<file path="src/rtl/pipe_reg_dump_if.sv">
// pipe_reg_dump_if
//  Valid/ready stream carrying one captured register per word.
//  master : valid, idx, data, last driven; ready sampled
//  slave  : valid, idx, data, last sampled; ready driven
interface pipe_reg_dump_if #(
  parameter int SEL_W  = 5,
  parameter int DATA_W = 32
) ();
  logic              valid;
  logic              ready;
  logic [SEL_W-1:0]  idx;
  logic [DATA_W-1:0] data;
  logic              last;

  modport master (output valid, output idx, output data, output last, input ready);
  modport slave  (input valid, input idx, input data, input last, output ready);
endinterface

</file>
<file path="src/rtl/pipe_reg_dump.sv">
// pipe_reg_dump
//  Debug-side reader for the CPU register-inspection port. On i_start it walks
//  o_reg_sel over an inclusive (wrapping) index range, lets the combinational
//  register-file read settle for SETTLE cycles, captures i_reg_data and emits
//  the value as one word on the o_stream valid/ready interface.
// Ports
//  clk, rst     : clock (rising edge), asynchronous active-high reset
//  i_start      : begin a scan (only honoured while idle)
//  i_first_sel  : first register index, latched with an accepted start
//  i_last_sel   : last register index (inclusive), latched with an accepted start
//  i_abort      : cancel a scan in progress, no done pulse
//  o_busy       : scan in progress
//  o_done       : one-cycle pulse after the final word transfers
//  o_reg_sel    : register index toward the CPU debug port
//  i_reg_data   : register value from the CPU debug port (combinational)
//  o_stream     : output word stream (valid/ready/idx/data/last)
module pipe_reg_dump #(
  parameter int NREGS  = 32,
  parameter int SEL_W  = 5,
  parameter int DATA_W = 32,
  parameter int SETTLE = 1
) (
  input  logic              clk,
  input  logic              rst,
  input  logic              i_start,
  input  logic [SEL_W-1:0]  i_first_sel,
  input  logic [SEL_W-1:0]  i_last_sel,
  input  logic              i_abort,
  output logic              o_busy,
  output logic              o_done,
  output logic [SEL_W-1:0]  o_reg_sel,
  input  logic [DATA_W-1:0] i_reg_data,
  pipe_reg_dump_if.master   o_stream
);

  localparam int               CNT_W   = (SETTLE > 1) ? $clog2(SETTLE) : 1;
  localparam logic [CNT_W-1:0] CNT_END = CNT_W'(SETTLE - 1);
  localparam logic [SEL_W-1:0] SEL_MAX = SEL_W'(NREGS - 1);

  typedef enum logic [1:0] {S_IDLE, S_SETTLE, S_HOLD, S_DONE} state_t;

  state_t            r_state;
  logic [SEL_W-1:0]  r_last_sel;
  logic [SEL_W-1:0]  r_reg_sel;   // doubles as the current scan index
  logic [CNT_W-1:0]  r_cnt;
  logic              r_busy;
  logic              r_done;
  logic              r_valid;
  logic              r_last;
  logic [SEL_W-1:0]  r_out_idx;
  logic [DATA_W-1:0] r_out_data;

  logic              w_xfer;
  logic [SEL_W-1:0]  w_next_sel;

  assign w_xfer = r_valid & o_stream.ready;
  // Explicit wrap so NREGS need not be a power of two.
  assign w_next_sel = (r_reg_sel == SEL_MAX) ? '0 : r_reg_sel + 1'b1;

  always_ff @(posedge clk or posedge rst) begin
    if (rst) begin
      r_state    <= S_IDLE;
      r_last_sel <= '0;
      r_reg_sel  <= '0;
      r_cnt      <= '0;
      r_busy     <= 1'b0;
      r_done     <= 1'b0;
      r_valid    <= 1'b0;
      r_last     <= 1'b0;
      r_out_idx  <= '0;
      r_out_data <= '0;
    end else begin
      case (r_state)
        S_IDLE: begin
          if (i_start) begin
            r_last_sel <= i_last_sel;
            r_reg_sel  <= i_first_sel;
            r_cnt      <= '0;
            r_busy     <= 1'b1;
            r_state    <= S_SETTLE;
          end
        end

        S_SETTLE: begin
          if (i_abort) begin
            r_valid <= 1'b0;
            r_last  <= 1'b0;
            r_busy  <= 1'b0;
            r_state <= S_IDLE;
          end else if (r_cnt == CNT_END) begin
            // reg_data is only looked at on this edge; earlier glitches are ignored.
            r_out_data <= i_reg_data;
            r_out_idx  <= r_reg_sel;
            r_last     <= (r_reg_sel == r_last_sel);
            r_valid    <= 1'b1;
            r_state    <= S_HOLD;
          end else begin
            r_cnt <= r_cnt + 1'b1;
          end
        end

        S_HOLD: begin
          // Abort outranks the final transfer: the word may still go out
          // on this edge, but no done pulse follows.
          if (i_abort) begin
            r_valid <= 1'b0;
            r_last  <= 1'b0;
            r_busy  <= 1'b0;
            r_state <= S_IDLE;
          end else if (w_xfer) begin
            r_valid <= 1'b0;
            if (r_last) begin
              r_done  <= 1'b1;
              r_state <= S_DONE;
            end else begin
              r_reg_sel <= w_next_sel;
              r_cnt     <= '0;
              r_state   <= S_SETTLE;
            end
          end
        end

        S_DONE: begin
          r_done  <= 1'b0;
          r_busy  <= 1'b0;
          r_state <= S_IDLE;
        end

        default: begin
          r_valid <= 1'b0;
          r_busy  <= 1'b0;
          r_done  <= 1'b0;
          r_state <= S_IDLE;
        end
      endcase
    end
  end

  assign o_busy        = r_busy;
  assign o_done        = r_done;
  assign o_reg_sel     = r_reg_sel;
  assign o_stream.valid = r_valid;
  assign o_stream.idx   = r_out_idx;
  assign o_stream.data  = r_out_data;
  assign o_stream.last  = r_last;

endmodule

</file>
<file path="src/flat_wrapper.sv">
// flat-port wrapper written by rule: the top's interface ports become plain ports
module pipe_reg_dump_flat 
#(
  parameter int NREGS  = 32,
  parameter int SEL_W  = 5,
  parameter int DATA_W = 32,
  parameter int SETTLE = 1
)
  (clk, rst, i_start, i_first_sel, i_last_sel, i_abort, o_busy, o_done, o_reg_sel, i_reg_data, o_stream_valid, o_stream_idx, o_stream_data, o_stream_last, o_stream_ready);
  pipe_reg_dump_if #(.SEL_W(SEL_W), .DATA_W(DATA_W)) o_stream_i ();
  input  logic clk;
  input  logic rst;
  input  logic i_start;
  input  logic [SEL_W-1:0] i_first_sel;
  input  logic [SEL_W-1:0] i_last_sel;
  input  logic i_abort;
  output logic o_busy;
  output logic o_done;
  output logic [SEL_W-1:0] o_reg_sel;
  input  logic [DATA_W-1:0] i_reg_data;
  output wire logic [$bits(o_stream_i.valid)-1:0] o_stream_valid;
  output wire logic [$bits(o_stream_i.idx)-1:0] o_stream_idx;
  output wire logic [$bits(o_stream_i.data)-1:0] o_stream_data;
  output wire logic [$bits(o_stream_i.last)-1:0] o_stream_last;
  input wire logic [$bits(o_stream_i.ready)-1:0] o_stream_ready;
  assign o_stream_valid = o_stream_i.valid;
  assign o_stream_idx = o_stream_i.idx;
  assign o_stream_data = o_stream_i.data;
  assign o_stream_last = o_stream_i.last;
  assign o_stream_i.ready = o_stream_ready;
  pipe_reg_dump #(.NREGS(NREGS), .SEL_W(SEL_W), .DATA_W(DATA_W), .SETTLE(SETTLE)) u_core (.clk(clk), .rst(rst), .i_start(i_start), .i_first_sel(i_first_sel), .i_last_sel(i_last_sel), .i_abort(i_abort), .o_busy(o_busy), .o_done(o_done), .o_reg_sel(o_reg_sel), .i_reg_data(i_reg_data), .o_stream(o_stream_i));
endmodule
</file>
<file path="config.mk">
export PLATFORM = sky130hd
export DESIGN_NAME = pipe_reg_dump_flat
export DESIGN_NICKNAME = d
export VERILOG_FILES = /design/src/rtl/pipe_reg_dump_if.sv /design/src/rtl/pipe_reg_dump.sv /design/src/flat_wrapper.sv
export SDC_FILE = /design/constraint.sdc
export NUM_CORES = 1
export LEC_CHECK = 0
export ABC_CLOCK_PERIOD_IN_PS = 1910
export BUFFER_PORTS_ARGS = -buffer_cell sky130_fd_sc_hd__buf_4
export CORE_ASPECT_RATIO = 1.25
export CORE_MARGIN = 5
export CORE_UTILIZATION = 43
export CTS_CLUSTER_DIAMETER = 80
export DETAILED_ROUTE_END_ITERATION = 10
export PLACE_DENSITY_LB_ADDON = 0.3
export SLEW_MARGIN = 20
export SYNTH_ARGS = -nofsm -noshare
export SYNTH_HDL_FRONTEND = slang
export SYNTH_SLANG_ARGS = --single-unit
</file>
<file path="constraint.sdc">
create_clock -name clk -period 1.91 [get_ports clk]
set_input_delay 0.382 -clock clk [delete_from_list [all_inputs] [get_ports clk]]
set_output_delay 0.382 -clock clk [all_outputs]
set_load 0.02 [all_outputs]
</file>
; ---- Word level (Yosys, flattened, before mapping)
; Cells that the tools add are included.
; W data, S select, Z words.
[op_classes]
addsub = 2
n_eq_ne = 15
n_mux = 35
n_bitwise = 3
n_reduce_logical = 15
[ops]
columns = cell, count
row1 = $mux W5, 5
row2 = $mux W1, 17
row3 = $mux W2, 6
row4 = $reduce_and A3 Y1, 4
row5 = $ne A2 B2 Y1 const B, 5
row6 = $pmux W5 S2, 1
row7 = $pmux W2 S4, 1
row8 = $ne A2 B1 Y1 const B, 3
row9 = $pmux W1 S2, 3
row10 = $pmux W1 S3, 2
row11 = $reduce_and A6 Y1, 1
row12 = $reduce_bool A2 Y1, 3
row13 = $add A5 B1 Y5 const B, 1
row14 = $eq A5 B5 Y1, 1
row15 = $eq A5 B5 Y1 const B, 1
row16 = $reduce_and A5 Y1, 1
row17 = $eq A2 B2 Y1 const B, 2
row18 = $reduce_and A2 Y1, 2
row19 = $reduce_and A4 Y1, 1
row20 = $ne A3 B2 Y1 const B, 1
row21 = $ne A3 B3 Y1 const B, 1
row22 = $reduce_bool A3 Y1, 1
row23 = $eq A2 B1 Y1 const B, 1
row24 = $logic_not A2 Y1, 1
row25 = other kinds (4), 5
[totals]
regBits = 54
in_bits = 47
out_inout_bits = 46
word_cells = 80

; ---- Longest topological paths before layout
; Gate-level depths: netlist of the first run.
[depth]
ltp_word = 6
depth_mapped = 7
mapped_depth_nobuf = 6

; ---- Worst setup path before layout of the first run
; OpenSTA, ideal clock, no wires.
[synth_timing]
path_type = register to register
from = register u_core.r_state[0]
to = register u_core.r_reg_sel[0] (netlist: u_core.o_reg_sel[0])
setup_time_ps = 125
t_arrival_ps = 1849
required_ps = 1785
slack_ps = -64
path_stages_with_launch = 7
path_buffers = 1
period_less_slack_ps = 1974
cell_sequence = dfrtp_1 inv_1 ha_1 buf_6 or3b_4 a221oi_4 mux2_2
[synth_between]
elab_chain_cells = 3
elab_cells_between_ends = 9
cone_classes = eq/ne (5) / mux (1) / reduce/logical (3)
[synth_lines]
columns = item, line_no
row1 = "start, declared", pipe_reg_dump.sv:42  ; state_t r_state;
row2 = "start signal, assigned", pipe_reg_dump.sv:62  ; r_state <= S_IDLE;
row3 = "start signal, assigned", pipe_reg_dump.sv:80  ; r_state <= S_SETTLE;
row4 = "start signal, assigned", pipe_reg_dump.sv:89  ; r_state <= S_IDLE;
row5 = $eq A2 B2 Y1 or $logic_not A2 Y1 (tied branches), pipe_reg_dump.sv:73  ; case (r_state)
row6 = $ne A2 B2 Y1 (no line) (tied with other cells), n/a
row7 = $reduce_and A5 Y1 (no line), n/a
row8 = "end signal, assigned", pipe_reg_dump.sv:77  ; r_reg_sel <= i_first_sel;
row9 = "end signal, assigned", pipe_reg_dump.sv:116  ; r_reg_sel <= w_next_sel;
row10 = "end, declared", pipe_reg_dump.sv:44  ; logic [SEL_W-1:0] r_reg_sel;
; Parallel ways exist; a longest one is shown, timed or not.
; A chain may end at the register's enable or synchronous reset.

; ---- Worst setup path in the final report of the first run
[layout_timing]
from = register u_core.r_state[1]
to = register u_core.r_reg_sel[3] (netlist: u_core.o_reg_sel[3])
; The elaborated chain is that of the path after synthesis.

==> flow_metrics.py, run 1 <==
metrics = {
    "power_and_ir_drop": {
        "p_seq_frac": 0.322,
        "p_int_mw": 3.981,
        "p_comb_frac": 0.563,
        "clockPowerShare": 0.115,
        "power_density_nw_per_um2": 1872,
        "ir_drop_uv": 1023,
        "switching_share": 0.3691,
        "p_leak_nw": 1.599,
        "p_sw_mw": 2.329,
    },
    "routing": {
        "drc": 0,
        "initialDrtViolationCount": 31,
        "antenna_left": 0,
        "wl_per_cell_um": 16.04,
        "viasPerCell": 4.979,
        "drtPass1Iterations": 4,
        "vias": 1688,
        "wirelength_mm": 5.437,
    },
    "synthesis": {
        "ys_warn_count": 0,
        "synth-seq-cells": 53,
        "synth_edf_count": 0,
        "synth_flop_cell": "dfrtp_1",
        "synth_cell_types": 31,
        "synth.area.top_cells": "dfrtp_1 57%, mux2_2 24%, ha_1 3.7%",
        "syn-num-nets": 220,
        "synth_top_cell_area_share": 0.5659,
        "synth-seq-area-share": 0.5659,
        "synthTopCellsByCount": "53 x dfrtp_1, 49 x mux2_2, 9 x inv_1",
        "netlist_instances": 166,
        "yosysMostFrequentCell": "dfrtp_1",
        "syn_area_um2": 2343,
        "synth.avg_cell_area_um2": 14.12,
        "async_reset_ff_frac": 1.000,
        "synth_top_area_cell": "dfrtp_1",
    },
    "cells_and_area": {
        "diodes": 0,
        "ff_latch_area_um2": 1326,
        "multi_input_area_um2": 999.7,
        "nets": 329,
        "finish.utilization": 0.6280,
        "instances_no_fill": 339,
        "final.fill_count": 450,
        "syn_to_final_growth_pct": 43.83,
        "drive_gt1_frac": 0.6291,
    },
    "cts": {
        "cts_num_sinks": 53,
        "path_clk_slew_ps": 90,
        "root_buffer": "clkbuf_8",
        "cts_hold_buf": 0,
        "htree_levels": 2,
        "cts-buffers-inserted": 5,
        "clkLatencyLatePin_ps": 300,
        "clockBufferDepth": 2,
        "cts_tree": "done",
    },
    "placement": {
        "place_ws_ps": -29.82,
        "dp_cells": 329,
        "port_buffers": 92,
        "gp_congestion": 0.8211,
        "dp_hpwl_mm": 4.109,
    },
    "timing": {
        "setup_viol": 0,
        "clock_skew_ps": 7.053,
        "rsz0062_at_grt": "no",
        "finalCritPeriodShare": 0.9636,
        "max_freq_mhz": 543.3,
        "final.min_clock_period_ps": 1841,
        "tns_ps": 0,
        "slew_headroom": 0.7540,
        "report.final.slew_viol_count": 0,
        "worstMarginPinSlew_ps": 368.5,
        "setup_slack_ps": 69.44,
        "hold_violations": 0,
    },
    "grt": {
        "first_global_vias": 1836,
        "grt-ovfl-total": 0,
        "track_usage": 0.1545,
        "grt_pass1_wl_mm": 8.887,
        "antenna_found_initial": 0,
        "grt_max_degree": 24,
    },
    "floorplan": {
        "fp-row-count": 30,
        "boundaryPins": 93,
        "die_w_um": 76.03,
        "dieHeight_um": 92.54,
        "core_region_area_um2": 5368,
        "dieArea_um2": 7036,
        "initial_core_util": 0.4366,
    },
    "worst_setup_path": {
        "critical_path_class": "flip-flop to flip-flop",
        "crit_fanout": 4,
        "endpoint_kind": "flip-flop",
        "cp.required_ps": 2100,
        "crit_path_start_kind": "flip-flop",
        "critPathArrivalTime_ps": 2030,
    },
    "min_path": {
        "hold_path.class": "input port to asynchronous set/reset pin",
    },
    "job": {
        "max_cap_violations": 0,
    },
    "status": {
        "outcome": "finished, final reports clean",
    },
}
through the flow:
stage	power [mW]	cell area, um^2	hold slack, ps
3_5_place_dp	5.418	3198	389.9
5_1_grt	6.723	3371	65.93
4_1_cts	6.200	3322	57.37
6_report	6.310	3371	52.16
2_1_floorplan	4.049	2344	500.9
3_3_place_gp	5.344	3198	388.4
power by group through the flow:
stage / Clock [mW] / Sequential, mW / Combinational [mW]
after floorplan: 0 / 2.67 / 1.38
after global placement: 0 / 2.03 / 3.32
after detailed placement: 0 / 2.06 / 3.36
after CTS: 0.759 / 2.04 / 3.40
after global routing: 0.807 / 2.11 / 3.81
final: 0.727 / 2.03 / 3.55
worst paths after layout:
path                                                     from                                    to  slack [ps]  depth (start not counted)
max                             u_core.r_state[1]$_DFFE_PP0P_       u_core.o_reg_sel[3]$_DFFE_PP0P_          70                          5
min                                                       rst  u_core.o_stream.data[11]$_DFFE_PP0P_          50                          2
max reg2reg                     u_core.r_state[1]$_DFFE_PP0P_       u_core.o_reg_sel[3]$_DFFE_PP0P_          70                          5
min reg2reg                u_core.o_stream.idx[2]$_DFFE_PP0P_    u_core.o_stream.idx[2]$_DFFE_PP0P_         510                          1
max in group asynchronous                                 rst      u_core.r_last_sel[1]$_DFFE_PP0P_        1270                          3
min in group clk                                i_reg_data[4]   u_core.o_stream.data[4]$_DFFE_PP0P_         310                          2
critical path, stage by stage (launching register included):
cell	delay [ps]
dfrtp_1	440
inv_1	160
ha_4	170
or3b_2	440
a32o_1	210
o32a_1	320
state kept, by name (all words and copies together), names as in the netlist:
register / flops
u_core.o_stream.valid: 1
u_core.o_reg_sel: 5
u_core.o_stream.last: 1
u_core.o_stream.data: 32
u_core.o_stream.idx: 5
u_core.r_state: 2
u_core.o_busy: 1
u_core.r_last_sel: 5
u_core.o_done: 1
final cells by class:
cell class                 instances  area share
inverter                           9     0.01002
multi-input combinational         98      0.2966
tap                               64     0.02376
clock inverter                     2     0.01039
clock buffer                       5     0.02042
sequential                        53      0.3935
timing repair buffer             108      0.2454
cell families after synthesis:
| group | count (synthesis) | synth area share |
|---|---|---|
| compound gates | 18 | 0.06300 |
| xor+xnor | 6 | 0.02242 |
| fa+ha+maj | 7 | 0.03737 |
| buf+inv | 15 | 0.02883 |
| flops | 53 | 0.5659 |
| mux | 49 | 0.2355 |
| simple gates | 18 | 0.04698 |
placed cells by master, fill, tap and decap left out, drive strengths merged, types with 2 or more instances in the layout:
cell / count
buf: 108
dfrtp: 53
mux2: 49
inv: 9
ha: 7
xnor2: 6
clkbuf: 5
o22ai: 4
nor2b: 4
nand2: 3
nand2b: 3
a21oi: 3
o21ai: 2
or3b: 2
repair_timing:
| item | 4_1_cts | 5_1_grt |
|---|---|---|
| endpoints found under the hold margin | 0 | 0 |
| pin swaps | 1 | 1 |
| setup endpoints to repair | 4 | 5 |
| buffers inserted | 1 | 2 |
| resized for setup | 2 | 8 |
per-layer routing:
layer / up-vias / part of all wire / GRT usage
met5: - / 0 / 0
met4: 0 / 0.011 / 0.04451
met3: 7 / 0.070 / 0.05058
met2: 52 / 0.55 / 0.2750
met1: 829 / 0.37 / 0.1748
li1: 800 / - / -
(Power assumes the default switching activity.)
==> run 2: changes to the inputs <==
--- a/config.mk
+++ b/config.mk
@@ -6,7 +6,7 @@
 export NUM_CORES = 1
 export LEC_CHECK = 0
 export ABC_CLOCK_PERIOD_IN_PS = 1910
-export BUFFER_PORTS_ARGS = -buffer_cell sky130_fd_sc_hd__buf_4
+export BUFFER_PORTS_ARGS = -buffer_cell sky130_fd_sc_hd__buf_2
 export CORE_ASPECT_RATIO = 1.25
 export CORE_MARGIN = 5
 export CORE_UTILIZATION = 43
==> flow_metrics.py, run 2 (same netlist as run 1, synthesis figures left out) <==
metrics = {
    "floorplan": {
        "boundaryPins": 93,
        "fp-row-count": 30,
        "die_w_um": 76.03,
        "core_region_area_um2": 5368,
        "dieArea_um2": 7036,
        "dieHeight_um": 92.54,
        "initial_core_util": 0.4366,
    },
    "worst_setup_path": {
        "crit_fanout": 5,
        "crit_path_start_kind": "flip-flop",
        "r2r-start": "u_core.r_state[0]$_DFFE_PP0P_",
        "endpoint_kind": "flip-flop",
        "crit_path_start": "u_core.r_state[0]$_DFFE_PP0P_",
        "reg2reg_slack_ps": 20,
        "cp.required_ps": 2100,
        "critical_path_class": "flip-flop to flip-flop",
        "critPathArrivalTime_ps": 2070,
    },
    "timing": {
        "setup_slack_ps": 23.53,
        "max_freq_mhz": 530.1,
        "finalCritPeriodShare": 0.9877,
        "final.min_clock_period_ps": 1886,
        "holdWs_ps": 55.39,
        "setup_viol": 0,
        "tns_ps": 0,
        "slew_headroom": 0.7284,
        "hold_violations": 0,
        "clock_skew_ps": 4.650,
        "report.final.slew_viol_count": 0,
        "rsz0062_at_grt": "yes",
        "worstMarginPinSlew_ps": 406.8,
    },
    "routing": {
        "wl_met2_mm": 2.613,
        "met3_length_um": 343,
        "wl_per_cell_um": 15.05,
        "vias": 1674,
        "viasPerCell": 4.938,
        "highest_layer": "met4",
        "wirelength_mm": 5.103,
        "wl_met1_mm": 2.080,
        "antenna_left": 0,
        "drc": 0,
        "drtPass1Iterations": 4,
        "initialDrtViolationCount": 45,
    },
    "power_and_ir_drop": {
        "ir_drop_uv": 892.1,
        "total_power_mw": 5.984,
        "p_int_mw": 3.696,
        "power_density_nw_per_um2": 1898,
        "p_comb_frac": 0.530,
        "p_seq_frac": 0.338,
        "p_sw_mw": 2.288,
        "switching_share": 0.3823,
        "clockPowerShare": 0.132,
        "p_leak_nw": 1.524,
    },
    "cells_and_area": {
        "ff_latch_area_um2": 1326,
        "mostFrequentLayoutCell": "buf_2",
        "syn_to_final_growth_pct": 34.49,
        "instances_no_fill": 339,
        "final.fill_count": 472,
        "drive_gt1_frac": 0.6327,
        "nets": 328,
        "diodes": 0,
        "largest_reg_flops": 32,
        "multi_input_area_um2": 989.7,
        "layout_common_cells": "92 x buf_2, 53 x dfrtp_1, 45 x mux2_2, 12 x buf_4",
    },
    "placement": {
        "port_buffers": 92,
        "dp_cells": 327,
        "gp_congestion": 0.8620,
        "dp_hpwl_mm": 3.905,
        "place_ws_ps": -26.59,
    },
    "cts": {
        "root_buffer": "clkbuf_8",
        "clkLatencyLatePin_ps": 300,
        "cts_tree": "done",
        "htree_levels": 2,
        "path_clk_slew_ps": 100,
        "cts_hold_buf": 0,
        "clockBufferDepth": 2,
        "cts-buffers-inserted": 5,
        "cts_num_sinks": 53,
    },
    "grt": {
        "antenna_found_initial": 0,
        "track_usage": 0.1484,
        "first_global_vias": 1739,
        "grt-ovfl-total": 0,
        "grt_max_degree": 38,
        "grt_pass1_wl_mm": 8.493,
    },
    "min_path": {
        "hold_path.class": "input port to asynchronous set/reset pin",
    },
    "status": {
        "outcome": "finished, final reports clean",
    },
    "job": {
        "max_cap_violations": 0,
    },
}
-- run 2: cell types whose count changed in the layout (fill, tap and decap cells not counted) --
| cell | before | now |
|---|---|---|
| buf_12 | 1 | 2 |
| buf_2 | 0 | 92 |
| buf_4 | 106 | 12 |
| clkbuf_8 | 5 | 6 |
| clkinv_2 | 1 | 0 |
| clkinvlp_4 | 0 | 1 |
| ha_2 | 0 | 1 |
| ha_4 | 2 | 1 |
| inv_1 | 7 | 6 |
| inv_2 | 2 | 3 |
-- run 2: worst max-delay path, stage by stage, from the launching register on --
cell,delay [ps]
dfrtp_1,410
inv_2,100
ha_4,140
or3b_4,400
a221oi_4,260
buf_6,170
mux2_4,300
-- run 2: power by group through the flow --
stage | clock network (mW) | logic (mW) | registers, mW
6_report | 0.792 | 3.17 | 2.02
5_1_grt | 0.862 | 3.42 | 2.11
4_1_cts | 0.818 | 3.05 | 2.03
3_5_place_dp | 0 | 3.01 | 2.04
3_3_place_gp | 0 | 2.96 | 2.03
2_1_floorplan | 0 | 1.38 | 2.67
-- run 2: cell type report --
cell class | instances | share of cell area
Inverter | 9 | 0.01072
Tap cell | 64 | 0.02541
Clock inverter | 2 | 0.01191
Multi-Input combinational cell | 98 | 0.3140
Clock buffer | 6 | 0.02620
Timing Repair Buffer | 107 | 0.1909
Sequential cell | 53 | 0.4208
-- run 2: final timing paths --
path	end	cells past startpoint
max in group asynchronous	u_core.o_stream.data[26]$_DFFE_PP0P_	3
min in group clk	u_core.o_stream.data[4]$_DFFE_PP0P_	2
min reg2reg	u_core.o_stream.data[13]$_DFFE_PP0P_	1
max reg2reg	u_core.o_reg_sel[4]$_DFFE_PP0P_	6
min	u_core.o_stream.data[0]$_DFFE_PP0P_	2
max	u_core.o_reg_sel[4]$_DFFE_PP0P_	6
-- run 2: repair_timing --
action                                  in CTS  in global routing
endpoints found under the setup margin       4                  5
buffers inserted                             1                  3
pin swaps                                    0                  1
gates resized for setup                      1                  9
-- run 2: metrics by stage --
stage | cell area [um^2] | util
CTS | 3095 | 0.5767
global route | 3152 | 0.5872
finish | 3152 | 0.5872
floorplan | 2344 | -
global placement | 2965 | 0.5524
detailed placement | 2965 | 0.5524
-- run 2: routing by layer --
metal	track usage	vias up
li1	-	810
met1	0.1753	811
met2	0.2414	47
met3	0.05739	6
met4	0.05935	0
met5	0	-
